===== src/rtl/seg_capture_pkg.sv =====
// Shared constants for reading back active-low 7-segment patterns.
// Pattern bit 6 is segment a, bit 0 is segment g; a 0 bit means the segment is lit.
package seg_capture_pkg;

   localparam logic [6:0] SEG_0     = 7'b0000001;
   localparam logic [6:0] SEG_1     = 7'b1001111;
   localparam logic [6:0] SEG_2     = 7'b0010010;
   localparam logic [6:0] SEG_3     = 7'b0000110;
   localparam logic [6:0] SEG_4     = 7'b1001100;
   localparam logic [6:0] SEG_5     = 7'b0100100;
   localparam logic [6:0] SEG_6     = 7'b0100000;
   localparam logic [6:0] SEG_7     = 7'b0001111;
   localparam logic [6:0] SEG_8     = 7'b0000000;
   localparam logic [6:0] SEG_9     = 7'b0000100;
   localparam logic [6:0] SEG_A     = 7'b0001000;
   localparam logic [6:0] SEG_B     = 7'b1100000;
   localparam logic [6:0] SEG_C     = 7'b0110001;
   localparam logic [6:0] SEG_D     = 7'b1000010;
   localparam logic [6:0] SEG_E     = 7'b0110000;
   localparam logic [6:0] SEG_F     = 7'b0111000;
   localparam logic [6:0] SEG_DASH  = 7'b1111110;
   localparam logic [6:0] SEG_BLANK = 7'b1111111;

   localparam logic [4:0] CODE_DASH    = 5'h10;
   localparam logic [4:0] CODE_BLANK   = 5'h1E;
   localparam logic [4:0] CODE_INVALID = 5'h1F;

   typedef enum logic [1:0] {
      IDLE     = 2'd0,
      SETTLE   = 2'd1,
      CAPTURED = 2'd2
   } cap_state_e;

endpackage


===== src/rtl/seg_pattern_to_code.sv =====
// Combinational lookup from an active-low segment pattern to its 5-bit digit code.
// Blank is a legal code; anything outside the table flags invalid.
module seg_pattern_to_code
   import seg_capture_pkg::*;
(
   input  logic [6:0] pattern,
   output logic [4:0] code,
   output logic       invalid
);

   always_comb begin
      code    = CODE_INVALID;
      invalid = 1'b0;
      case (pattern)
         SEG_0:     code = 5'h00;
         SEG_1:     code = 5'h01;
         SEG_2:     code = 5'h02;
         SEG_3:     code = 5'h03;
         SEG_4:     code = 5'h04;
         SEG_5:     code = 5'h05;
         SEG_6:     code = 5'h06;
         SEG_7:     code = 5'h07;
         SEG_8:     code = 5'h08;
         SEG_9:     code = 5'h09;
         SEG_A:     code = 5'h0A;
         SEG_B:     code = 5'h0B;
         SEG_C:     code = 5'h0C;
         SEG_D:     code = 5'h0D;
         SEG_E:     code = 5'h0E;
         SEG_F:     code = 5'h0F;
         SEG_DASH:  code = CODE_DASH;
         SEG_BLANK: code = CODE_BLANK;
         default: begin
            code    = CODE_INVALID;
            invalid = 1'b1;
         end
      endcase
   end

endmodule


===== src/rtl/seg_capture_decoder.sv =====
// Snoops a multiplexed active-low 7-segment bus and recovers the per-digit codes,
// capturing a digit only after its {anode, segment} word has been stable long enough.
module seg_capture_decoder
   import seg_capture_pkg::*;
#(
   parameter int NUM_DIGITS    = 6,
   parameter int STABLE_CYCLES = 4
) (
   input  logic                    clk,
   input  logic                    rst_n,
   input  logic [0:6]              seg_in,
   input  logic [NUM_DIGITS-1:0]   anode_n,
   input  logic                    clear_err,
   output logic [5*NUM_DIGITS-1:0] digit_codes,
   output logic [NUM_DIGITS-1:0]   digit_valid,
   output logic                    frame_done,
   output logic                    pattern_err
);

   localparam int         SW       = NUM_DIGITS + 7;
   localparam int         IW       = (NUM_DIGITS > 1) ? $clog2(NUM_DIGITS) : 1;
   localparam logic [7:0] CNT_LAST = 8'(STABLE_CYCLES - 2);

   logic [6:0]            seg_s1, seg_s2;
   logic [NUM_DIGITS-1:0] an_s1, an_s2;
   logic [SW-1:0]         samp, prev_samp;
   logic                  same, sel_valid;
   logic [IW-1:0]         sel_idx;
   logic [4:0]            dec_code;
   logic                  dec_invalid;

   cap_state_e            state_q, state_d;
   logic [7:0]            cnt_q, cnt_d;
   logic                  capture;
   logic [NUM_DIGITS-1:0] mask_q, cap_bit;

   always_ff @(posedge clk or negedge rst_n) begin
      if (!rst_n) begin
         seg_s1    <= '1;
         seg_s2    <= '1;
         an_s1     <= '1;
         an_s2     <= '1;
         prev_samp <= '1;
      end else begin
         seg_s1    <= seg_in;
         seg_s2    <= seg_s1;
         an_s1     <= anode_n;
         an_s2     <= an_s1;
         prev_samp <= samp;
      end
   end

   assign samp      = {an_s2, seg_s2};
   assign same      = (samp == prev_samp);
   assign sel_valid = $onehot(~an_s2);

   always_comb begin
      sel_idx = '0;
      for (int i = 0; i < NUM_DIGITS; i++) begin
         if (!an_s2[i]) sel_idx = IW'(i);
      end
   end

   seg_pattern_to_code u_dec (
      .pattern (seg_s2),
      .code    (dec_code),
      .invalid (dec_invalid)
   );

   always_ff @(posedge clk or negedge rst_n) begin
      if (!rst_n) begin
         state_q <= IDLE;
         cnt_q   <= '0;
      end else begin
         state_q <= state_d;
         cnt_q   <= cnt_d;
      end
   end

   // The capture fires on the edge where the counter would reach STABLE_CYCLES-1,
   // i.e. after STABLE_CYCLES identical synchronized samples.
   always_comb begin
      state_d = state_q;
      cnt_d   = cnt_q;
      capture = 1'b0;
      case (state_q)
         IDLE: begin
            cnt_d = '0;
            if (sel_valid) state_d = SETTLE;
         end
         SETTLE: begin
            if (!sel_valid) begin
               state_d = IDLE;
               cnt_d   = '0;
            end else if (!same) begin
               cnt_d = '0;
            end else if (cnt_q == CNT_LAST) begin
               capture = 1'b1;
               state_d = CAPTURED;
               cnt_d   = cnt_q + 8'd1;
            end else begin
               cnt_d = cnt_q + 8'd1;
            end
         end
         CAPTURED: begin
            if (!same) begin
               cnt_d   = '0;
               state_d = sel_valid ? SETTLE : IDLE;
            end
         end
         default: begin
            state_d = IDLE;
            cnt_d   = '0;
         end
      endcase
   end

   assign cap_bit = capture ? (NUM_DIGITS'(1) << sel_idx) : '0;

   always_ff @(posedge clk or negedge rst_n) begin
      if (!rst_n) begin
         digit_codes <= {NUM_DIGITS{CODE_BLANK}};
         digit_valid <= '0;
         frame_done  <= 1'b0;
         pattern_err <= 1'b0;
         mask_q      <= '0;
      end else begin
         if (capture) begin
            digit_codes[5*sel_idx +: 5] <= dec_code;
            digit_valid[sel_idx]        <= 1'b1;
         end
         // A full mask is reported and cleared together; a capture on that edge starts the next frame.
         frame_done <= (mask_q == '1);
         mask_q     <= ((mask_q == '1) ? '0 : mask_q) | cap_bit;
         if (capture && dec_invalid) pattern_err <= 1'b1;
         else if (clear_err)         pattern_err <= 1'b0;
      end
   end

endmodule


===== config.mk =====
export PLATFORM = sky130hd
export DESIGN_NAME = seg_capture_decoder
export DESIGN_NICKNAME = d
export VERILOG_FILES = /design/src/rtl/seg_capture_pkg.sv /design/src/rtl/seg_pattern_to_code.sv /design/src/rtl/seg_capture_decoder.sv
export SDC_FILE = /design/constraint.sdc
export NUM_CORES = 1
export LEC_CHECK = 0
export CORE_ASPECT_RATIO = 0.7
export CORE_UTILIZATION = 43
export CTS_CLUSTER_SIZE = 20
export DETAILED_ROUTE_END_ITERATION = 6
export PLACE_DENSITY = 0.76
export SLEW_MARGIN = 40
export SYNTH_ARGS = -nofsm -noshare
export SYNTH_HDL_FRONTEND = slang
export SYNTH_SLANG_ARGS = --single-unit

===== constraint.sdc =====
create_clock -name clk -period 10.17 [get_ports clk]
set_input_delay 1.5255 -clock clk [delete_from_list [all_inputs] [get_ports clk]]
set_output_delay 1.5255 -clock clk [all_outputs]
set_load 0.03 [all_outputs]

==> run_results.csv, run 1 <==
group,metric,value,unit
detailed_routing,firstDrtPassIters,4,
power,p_leak,2.21,nW
power,p_clk_share,44.3,%
timing,fin_worst_skew,5.67,ps
yosys,synthFlopType,"dfstp_2",
global_route,grt_pass1_wl,14400,um
power,vdd_drop_max,92.7,uV
cts,holdBufCountCts,0,
power,swShare,23.8,%
critical_path,timing.reg2reg.setup_slack,6410,ps
critical_path,setup.worst_path.end_class,"flop",
detailed_routing,drc,0,
critical_path,startpoint_type,"flop",
power,p_int,0.000616,W
cts,htree_num_levels,3,
timing,hold_violations,0,
die,die_h,84.8,um
outcome,run_status,"finished, final reports clean",
critical_path,crit_path_end,"digit_codes[25]",
yosys,synth_top_area_share,39.3,%
cts,cts.repair.resized,0,
cts,clk_pin_slew_worst_paths,70,ps
critical_path,cp_max_fo,9,
hold_path,hp-class,"reg -> reg",
cells_and_area,final_common_cell,"dfstp_2",
yosys,synthCells,338,
die,die_w,120,um
critical_path,worstSetupPathType,"reg -> reg",
critical_path,rr_worst_depth,11,
global_route,grt.total_usage,18.8,%
power,comb_power_share,6.5,%
power,p_per_area,157,nW/um^2
yosys,ys_seq_area_share,57.1,%
die,core,9290,sq um
critical_path,cp.buffers_inverters,2,
critical_path,critical-path-slowest-cell,"fa_1",
yosys,synth-adder-area-share,3.80,%
die,start_util,45.3,%
cts,cts_made_buffers,9,
cts,tritoncts,"built",
timing,fmax,0.266,GHz
timing,report.final.slew_viol_count,0,
yosys,ys_types,70,
detailed_routing,drt_wl_total,8600,um
timing,hold_ws,356,ps
global_route,antenna_found_initial,0,
critical_path,r2r_start,"an_s2[1]",
yosys,synth_nets,365,
yosys,ys_ff_latch,93,
cells_and_area,fin_nets,416,
cells_and_area,antenna_cells,0,
detailed_routing,first_iter_violations,237,
yosys,netlist_top_cells_area,"dfstp_2 39%, dfrtp_1 18%, o2bb2ai_1 3.1%, xor2_1 3.1%, ha_1 2.4%",
detailed_routing,wl_per_cell,16.6,um
yosys,synth-async-reset-ratio,100,%
timing,slew_headroom,56.2,%
cts,cts.path.max_buffers,2,
critical_path,crit_chain,"fa_1 > inv_1 > fa_1 > ha_1 > inv_1 > fa_1 > and3_1 > nand3_1 > nor3_4 > nand3b_2 > mux2_1",
yosys,synth_edf_count,0,
cells_and_area,fill_cells,808,
place,post-dp-hpwl,6130,um
die,pin_count,54,
die,fp-row-count,29,
flow_run,maxCapViolCount,0,
detailed_routing,ant_nets,0,
cells_and_area,final_cell_mix,"63 x dfstp_2, 52 x clkdlybuf4s50_1, 30 x dfrtp_1",
power,power.share.sequential,49.3,%
power,p_sw,0.000192,W
detailed_routing,vias_per_cell,5.37,
cts,ctsRootBufferMaster,"clkbuf_16",
critical_path,critPathArrivalTime,3990,ps
cells_and_area,drive_above_1_share,25.9,%
die,dieArea,10200,sq um
timing,tightest_slew,656,ps
global_route,gr-total-overflow,0,
critical_path,cp.depth,11,
critical_path,cp_common_cell,"fa_1",
critical_path,startpoint,"an_s2[1]",
cts,clk-insertion-delay-late,350,ps
critical_path,slowest_delay,500,ps
yosys,syn_avg_cell_area,12.5,sq um
timing,rsz0062_at_grt,"false",
timing,finalSetupViolations,0,
cells_and_area,syn_to_final_growth,22.3,%
cts,post_cts_buffers,0,
yosys,synth-xor-area-share,3.33,%
yosys,synth_largest_area_cell,"dfstp_2",
critical_path,cp_top_family,"adder cells",
global_route,grt_pass1_vias,2722,
global_route,grt_max_degree,76,
yosys,muxShareOfSynthArea,3.86,%
timing,post-route-period-util,37.0,%
critical_path,cp.required,10400,ps
critical_path,r2r-end,"digit_codes[25]",
timing,min_period,3760,ps
place,io_buffers,53,
place,gp_congestion,0.793,
timing,finalSetupTns,0,ps
yosys,syn-cell-area,4210,sq um
yosys,synthSimpleGateAreaFrac,16.1,%
yosys,synth_compound_area_share,12.0,%
cts,clock-sinks,93,
detailed_routing,vias,2783,
yosys,synth_top_family_by_area,"simple AND/OR/NAND/NOR gates",
yosys,yosysWarningCount,0,
==> through the flow <==
stage	util [%]	setup slack [ps]	cell area, sq um	cells	power (W)
after global routing	55.5	6180	5150	518	0.000843
final	55.5	6410	5150	518	0.000808
after floorplan	-	6740	4210	338	0.000434
after global placement	51.9	6520	4820	502	0.000454
after CTS	55.5	6400	5150	518	0.000819
after detailed placement	52.0	6400	4830	502	0.000456
==> worst min-delay path by stage <==
stage,from,to,slack [ps],cells after the start
final,seg_s1[0],seg_s2[0],360,0
after global routing,seg_s1[0],seg_s2[0],360,0
after CTS,seg_s1[0],seg_s2[0],360,0
after detailed placement,seg_s1[0],seg_s2[0],350,0
after global placement,seg_s1[5],seg_s2[5],350,0
after floorplan,an_s1[0],an_s2[0],350,0
==> state kept, by name, indices dropped and copies added (netlist names), 2 cells and up <==
signal	count
an_s1	6
an_s2	6
cnt_q	8
digit_codes	30
digit_valid	6
mask_q	6
prev_samp	13
seg_s1	7
seg_s2	7
state_q	2
==> Yosys cell counts (5+ instances only) <==
cell and count:
mux2i_1 5, inv_1 21, o2bb2ai_1 15, a22o_1 5, buf_2 6, and3_1 6
dfrtp_1 30, mux2_1 8, nand3_1 13, nand2_1 21, nor3_1 8, o21ai_0 7
nor2_1 14, ha_1 8, xor2_1 15, dfstp_2 63
==> cell type report <==
cell class | instances | area (sq um) | share of cell area [%]
clock inverter | 6 | 75.1 | 1.46
multi-input combinational | 210 | 1650 | 32.0
timing repair buffer | 54 | 539 | 10.5
inverter | 21 | 78.8 | 1.53
clock buffer | 10 | 250 | 4.86
sequential | 93 | 2410 | 46.7
tap | 124 | 155 | 3.01
==> cells by family (layout without fill, tap and decap cells) <==
group | count (synthesis) | count (layout)
simple gates | 107 | 107
mux | 15 | 15
buf+inv | 35 | 91
flops | 93 | 93
compound gates | 61 | 61
fa+ha+maj | 11 | 11
xor+xnor | 16 | 16
==> power by group through the flow <==
stage	logic [W]	clock network [W]	registers [W]
global placement	0.0000510	0	0.000403
finish	0.0000521	0.000358	0.000398
CTS	0.0000526	0.000369	0.000398
floorplan	0.0000372	0	0.000397
global route	0.0000588	0.000385	0.000399
detailed placement	0.0000525	0	0.000404
==> metal layers <==
layer / up-vias / track usage, % / part of all wire (%)
met5: - / 0 / 0
met4: 0 / 5.39 / 1.1
met3: 9 / 6.59 / 5.5
met2: 70 / 26.8 / 44
met1: 1384 / 26.9 / 49
li1: 1320 / - / -
==> worst register-to-register path, delay by kind of cell (launching register included) <==
family                     cells  cell delay, ps
muxes                          1             360
adders and majority gates      4            1590
buffers and inverters          2             100
and+or+nand+nor                4            1190
DFF                            1             410
Power figures use the tool's default switching activity.
==> run 2, diff against run 1 <==
- clock period: 10.17 -> 3.5 ns (I/O delays scaled with it)
==> run 2 against run 1 <==
Against the previous run: first-iteration DRC count shrank 23%; register-to-register slack lost 6300 ps; sequential power grew to 2.9 times the previous value; die area is the same; critical endpoint is now digit_codes[5].
==> run_results.csv, run 2 (synthesis gave the netlist of run 1 again) <==
group,metric,value,unit
critical_path,r2r-end,"digit_codes[5]",
detailed_routing,drt_wl_total,8590,um
power,p_leak,2.24,nW
place,gp_congestion,0.841,
critical_path,startpoint_type,"flop",
timing,post-route-period-util,95.9,%
timing,rsz0062_at_grt,"true",
detailed_routing,ant_nets,0,
place,post-dp-hpwl,6230,um
cells_and_area,largest_register,"digit_codes",
timing,report.final.slew_viol_count,0,
critical_path,setup.worst_path.end_class,"flop",
cells_and_area,reg_top3,"digit_codes: 30 flops, prev_samp: 13 flops, cnt_q: 8 flops",
cts,htree_num_levels,3,
global_route,use_met3,5.43,%
timing,hold_ws,177,ps
cells_and_area,final_area,5200,sq um
timing,slew_headroom,58.2,%
die,start_util,45.3,%
global_route,gr-total-overflow,0,
global_route,grt_max_degree,71,
cells_and_area,antenna_cells,0,
outcome,run_status,"finished, final reports clean",
detailed_routing,wl_per_cell,16.3,um
critical_path,rr_worst_depth,12,
global_route,grt_pass1_vias,2775,
critical_path,timing.reg2reg.setup_slack,140,ps
detailed_routing,vias_per_cell,5.42,
place,place_ws,-11.9,ps
power,p_per_area,423,nW/um^2
timing,fin_worst_skew,6.80,ps
critical_path,startpoint,"an_s2[0]",
die,die_h,84.8,um
cells_and_area,fill_cells,774,
cells_and_area,largest_register_ff_count,30,
cts,clock-sinks,93,
critical_path,r2r_start,"an_s2[0]",
cells_and_area,fin_nets,426,
cts,clk-insertion-delay-late,340,ps
die,pin_count,54,
timing,setup_slack,144,ps
cts,holdBufCountCts,0,
timing,hold_violations,0,
cells_and_area,final_cell_mix,"63 x dfstp_2, 52 x clkdlybuf4s50_1, 30 x dfrtp_1",
die,core,9290,sq um
die,dieArea,10200,sq um
power,vdd_drop_max,451,uV
place,place_area,4880,sq um
detailed_routing,firstDrtPassIters,5,
global_route,grt_use_met1,26.7,%
critical_path,worstSetupPathType,"reg -> reg",
cts,cts_made_buffers,9,
die,die_w,120,um
global_route,grt_pass1_wl,14500,um
global_route,grt.total_usage,18.7,%
critical_path,cp_max_fo,6,
detailed_routing,first_iter_violations,183,
cts,ctsRootBufferMaster,"clkbuf_16",
global_route,gr-max-usage-layer,"met2",
critical_path,cp.required,3730,ps
timing,finalSetupViolations,0,
cts,tritoncts,"built",
place,io_buffers,53,
critical_path,critPathArrivalTime,3580,ps
cells_and_area,final_common_cell,"dfstp_2",
global_route,grtUsageMet2,27.9,%
die,fp-row-count,29,
detailed_routing,drc,0,
power,finalPower,0.00220,W
cells_and_area,drive_above_1_share,28.2,%
hold_path,hp-class,"in -> async",
cts,cts.path.max_buffers,2,
timing,tightest_slew,627,ps
timing,fmax,0.298,GHz
timing,min_period,3360,ps
flow_run,maxCapViolCount,0,
detailed_routing,vias,2864,
cells_and_area,syn_to_final_growth,23.5,%
global_route,antenna_found_initial,0,
cts,clk_pin_slew_worst_paths,60,ps
run 2: cell count changes in the layout (fill, tap and decap cells not counted):
cell | before | now
clkbuf_1 | 0 | 1
buf_4 | 1 | 10
clkbuf_16 | 10 | 9
clkinv_2 | 0 | 1
buf_12 | 0 | 1
inv_8 | 1 | 0
nand3_1 | 13 | 11
and3_1 | 6 | 5
bufinv_16 | 1 | 0
nand3_2 | 1 | 3
clkinv_4 | 1 | 2
and3_2 | 0 | 1
run 2: what timing repair did:
item | 4_1_cts | 5_1_grt
setup endpoints to repair | 7 | 20
pin swaps | 1 | 2
setup buffers | 1 | 1
resized for setup | 0 | 3
cloned | 0 | 0
run 2: how the worst max path moves through the flow:
stage                      end  depth (start not counted)
3_3_place_gp   digit_codes[25]                         11
5_1_grt        digit_codes[25]                         12
2_1_floorplan  digit_codes[25]                         11
6_report        digit_codes[5]                         12
3_5_place_dp   digit_codes[25]                         11
4_1_cts        digit_codes[25]                         12
run 2: through the flow:
| step | setup TNS, ps | util (%) | instances |
|---|---|---|---|
| final | 0 | 56.0 | 528 |
| after global routing | -1.13 | 56.0 | 528 |
| after CTS | 0 | 55.8 | 527 |
| after detailed placement | -15.4 | 52.6 | 510 |
| after floorplan | 0 | - | 338 |
| after global placement | 0 | 52.6 | 510 |
run 2: power breakdown:
part	switching [W]	leakage, nW	total, W	internal (W)
sequential	0.0000312	1.08	0.00115	0.00112
combinational	0.0000977	1.03	0.000162	0.0000646
clock	0.000399	0.133	0.000886	0.000487
run 2: critical path, stage by stage, from the launching register on:
cell,delay (ps)
dfstp_2,390
fa_1,530
inv_1,50
fa_1,480
ha_1,130
inv_1,40
fa_1,470
and3_1,190
nand3_1,150
nor3_4,180
buf_12,150
nand3_2,150
mux2_1,350
run 2: per-layer routing:
layer	routed length (um)	share of wire (%)
met1	4160	48
met2	3820	44
met3	509	5.9
met4	103	1.2
met5	0	0
run 2: cell type report:
class	instances	area [sq um]	area share, %
flip-flops and latches	93	2410	46.3
multi-input cells	210	1660	31.9
repair buffers	64	627	12.1
clock buffers	10	229	4.40
well taps	124	155	2.98
inverters	21	78.8	1.52
clock inverters	6	47.5	0.914
==> run 3, diff against run 2 <==
- CORE_MARGIN: default -> 10
==> run 3 against run 2 <==
Against the previous run: non-clock buffer count decreased by 2; setup slack got worse by 39 ps; register-to-register slack worse by 40 ps.
==> run_results.csv, run 3 (synthesis gave the netlist of run 1 again) <==
group,metric,value,unit
timing,post-route-period-util,97.0,%
cells_and_area,syn_to_final_growth,25.0,%
cells_and_area,final_common_cell,"dfstp_2",
die,die_h,103,um
critical_path,critical-path-slowest-cell,"fa_1",
timing,fin_worst_skew,8.78,ps
global_route,grt_pass1_wl,15200,um
critical_path,setup.worst_path.end_class,"flop",
cts,ctsRootBufferMaster,"clkbuf_16",
die,dieArea,14200,sq um
cells_and_area,final_cell_mix,"63 x dfstp_2, 52 x clkdlybuf4s50_1, 30 x dfrtp_1",
cts,holdBufCountCts,0,
detailed_routing,first_iter_violations,314,
timing,slew_headroom,58.6,%
detailed_routing,vias,2908,
cts,tritoncts,"built",
cells_and_area,reg_top3,"digit_codes: 30 flops, prev_samp: 13 flops, cnt_q: 8 flops",
global_route,grt_max_degree,67,
detailed_routing,drc,0,
critical_path,worstSetupPathType,"reg -> reg",
timing,min_period,3400,ps
global_route,grt_pass1_vias,2859,
critical_path,crit_chain,"fa_1 > inv_1 > fa_1 > ha_1 > inv_1 > fa_1 > and3_4 > nand3_2 > nor3_4 > buf_4 > nand3_4 > mux2_1",
global_route,grt.total_usage,13.3,%
detailed_routing,drt_wl_total,9220,um
cells_and_area,antenna_cells,0,
cts,cts.path.max_buffers,2,
critical_path,startpoint_type,"flop",
cts,htree_num_levels,3,
die,fp-row-count,30,
timing,tightest_slew,621,ps
detailed_routing,wl_per_cell,17.4,um
critical_path,rr_worst_depth,12,
die,core,9610,sq um
timing,hold_ws,166,ps
cts,clk-insertion-delay-late,340,ps
global_route,antenna_found_initial,0,
critical_path,timing.reg2reg.setup_slack,100,ps
cells_and_area,final_area,5270,sq um
critical_path,cp_common_cell,"fa_1",
detailed_routing,vias_per_cell,5.49,
power,p_per_area,453,nW/um^2
cells_and_area,largest_register_ff_count,30,
timing,hold_violations,0,
outcome,run_status,"finished, final reports clean",
die,die_w,138,um
detailed_routing,firstDrtPassIters,5,
flow_run,maxCapViolCount,0,
cells_and_area,fin_nets,424,
timing,fmax,0.294,GHz
place,post-dp-hpwl,6700,um
place,gp_congestion,0.838,
place,place_inst,512,
critical_path,cp_max_fo,7,
detailed_routing,ant_nets,0,
cells_and_area,finalCoreUtilization,54.8,%
die,pin_count,54,
place,io_buffers,53,
critical_path,critPathArrivalTime,3620,ps
cts,clock-sinks,93,
timing,finalSetupViolations,0,
cts,clk_pin_slew_worst_paths,70,ps
critical_path,cp.required,3730,ps
global_route,gr-total-overflow,0,
cells_and_area,fill_cells,807,
hold_path,hp-class,"in -> async",
cells_and_area,largest_register,"digit_codes",
critical_path,slowest_delay,500,ps
place,place_area,4870,sq um
power,vdd_drop_max,398,uV
timing,report.final.slew_viol_count,0,
cts,cts_made_buffers,9,
cells_and_area,drive_above_1_share,28.9,%
die,start_util,43.8,%
cells_and_area,layoutNonFillerInstCount,530,
power,p_leak,2.25,nW
==> run 3: power by group <==
part	switching [W]	total, W	leakage [nW]	internal [W]
Clock	0.000392	0.00106	0.161	0.000670
Combinational	0.000100	0.000168	1.02	0.0000674
Sequential	0.0000340	0.00116	1.08	0.00112
Total	0.000526	0.00239	2.25	0.00186
==> run 3: final cells by class <==
class                   count  area (sq um)  area share (%)
clock inverters             5          81.3            1.54
repair buffers             62           603            11.5
clock buffers              11           254            4.82
multi-input cells         210          1680            32.0
inverters                  21          78.8            1.50
well taps                 128           160            3.04
flip-flops and latches     93          2410            45.7
==> run 3: path summary, 6_finish.rpt <==
kind / from / to
max: an_s2[1] / digit_codes[5]
min: rst_n / digit_valid[1]
max reg2reg: an_s2[1] / digit_codes[5]
min reg2reg: seg_s1[4] / seg_s2[4]
max in group asynchronous: rst_n / seg_s2[5]
min in group clk: seg_s1[4] / seg_s2[4]
==> run 3: metrics by stage <==
step / setup slack [ps] / total power, W / TNS, ps
CTS: 84.5 / 0.00240 / 0
global placement: 186 / 0.00132 / 0
floorplan: 69.6 / 0.00126 / 0
global route: -34.4 / 0.00247 / -64.7
finish: 104 / 0.00239 / 0
detailed placement: 96.8 / 0.00133 / 0
==> run 3: what timing repair did <==
item,4_1_cts,5_1_grt
gates resized for setup,0,9
setup buffers,0,2
setup endpoints to repair,0,25
==> run 3: layer usage <==
| layer | part of all wire, % | track usage, % | up-vias |
|---|---|---|---|
| met5 | 0 | 0 | - |
| met4 | 1.3 | 5.41 | 0 |
| met3 | 5.9 | 4.10 | 12 |
| li1 | - | - | 1342 |
| met2 | 44 | 19.7 | 104 |
| met1 | 49 | 17.7 | 1450 |
==> run 3: worst max-delay path: cells and delay by family (launching register included) <==
family | cells | cell delay, ps
buffers and inverters | 3 | 270
adder cells (fa/ha/maj) | 4 | 1590
flip-flops | 1 | 410
multiplexers | 1 | 340
AND/OR/NAND/NOR | 4 | 690
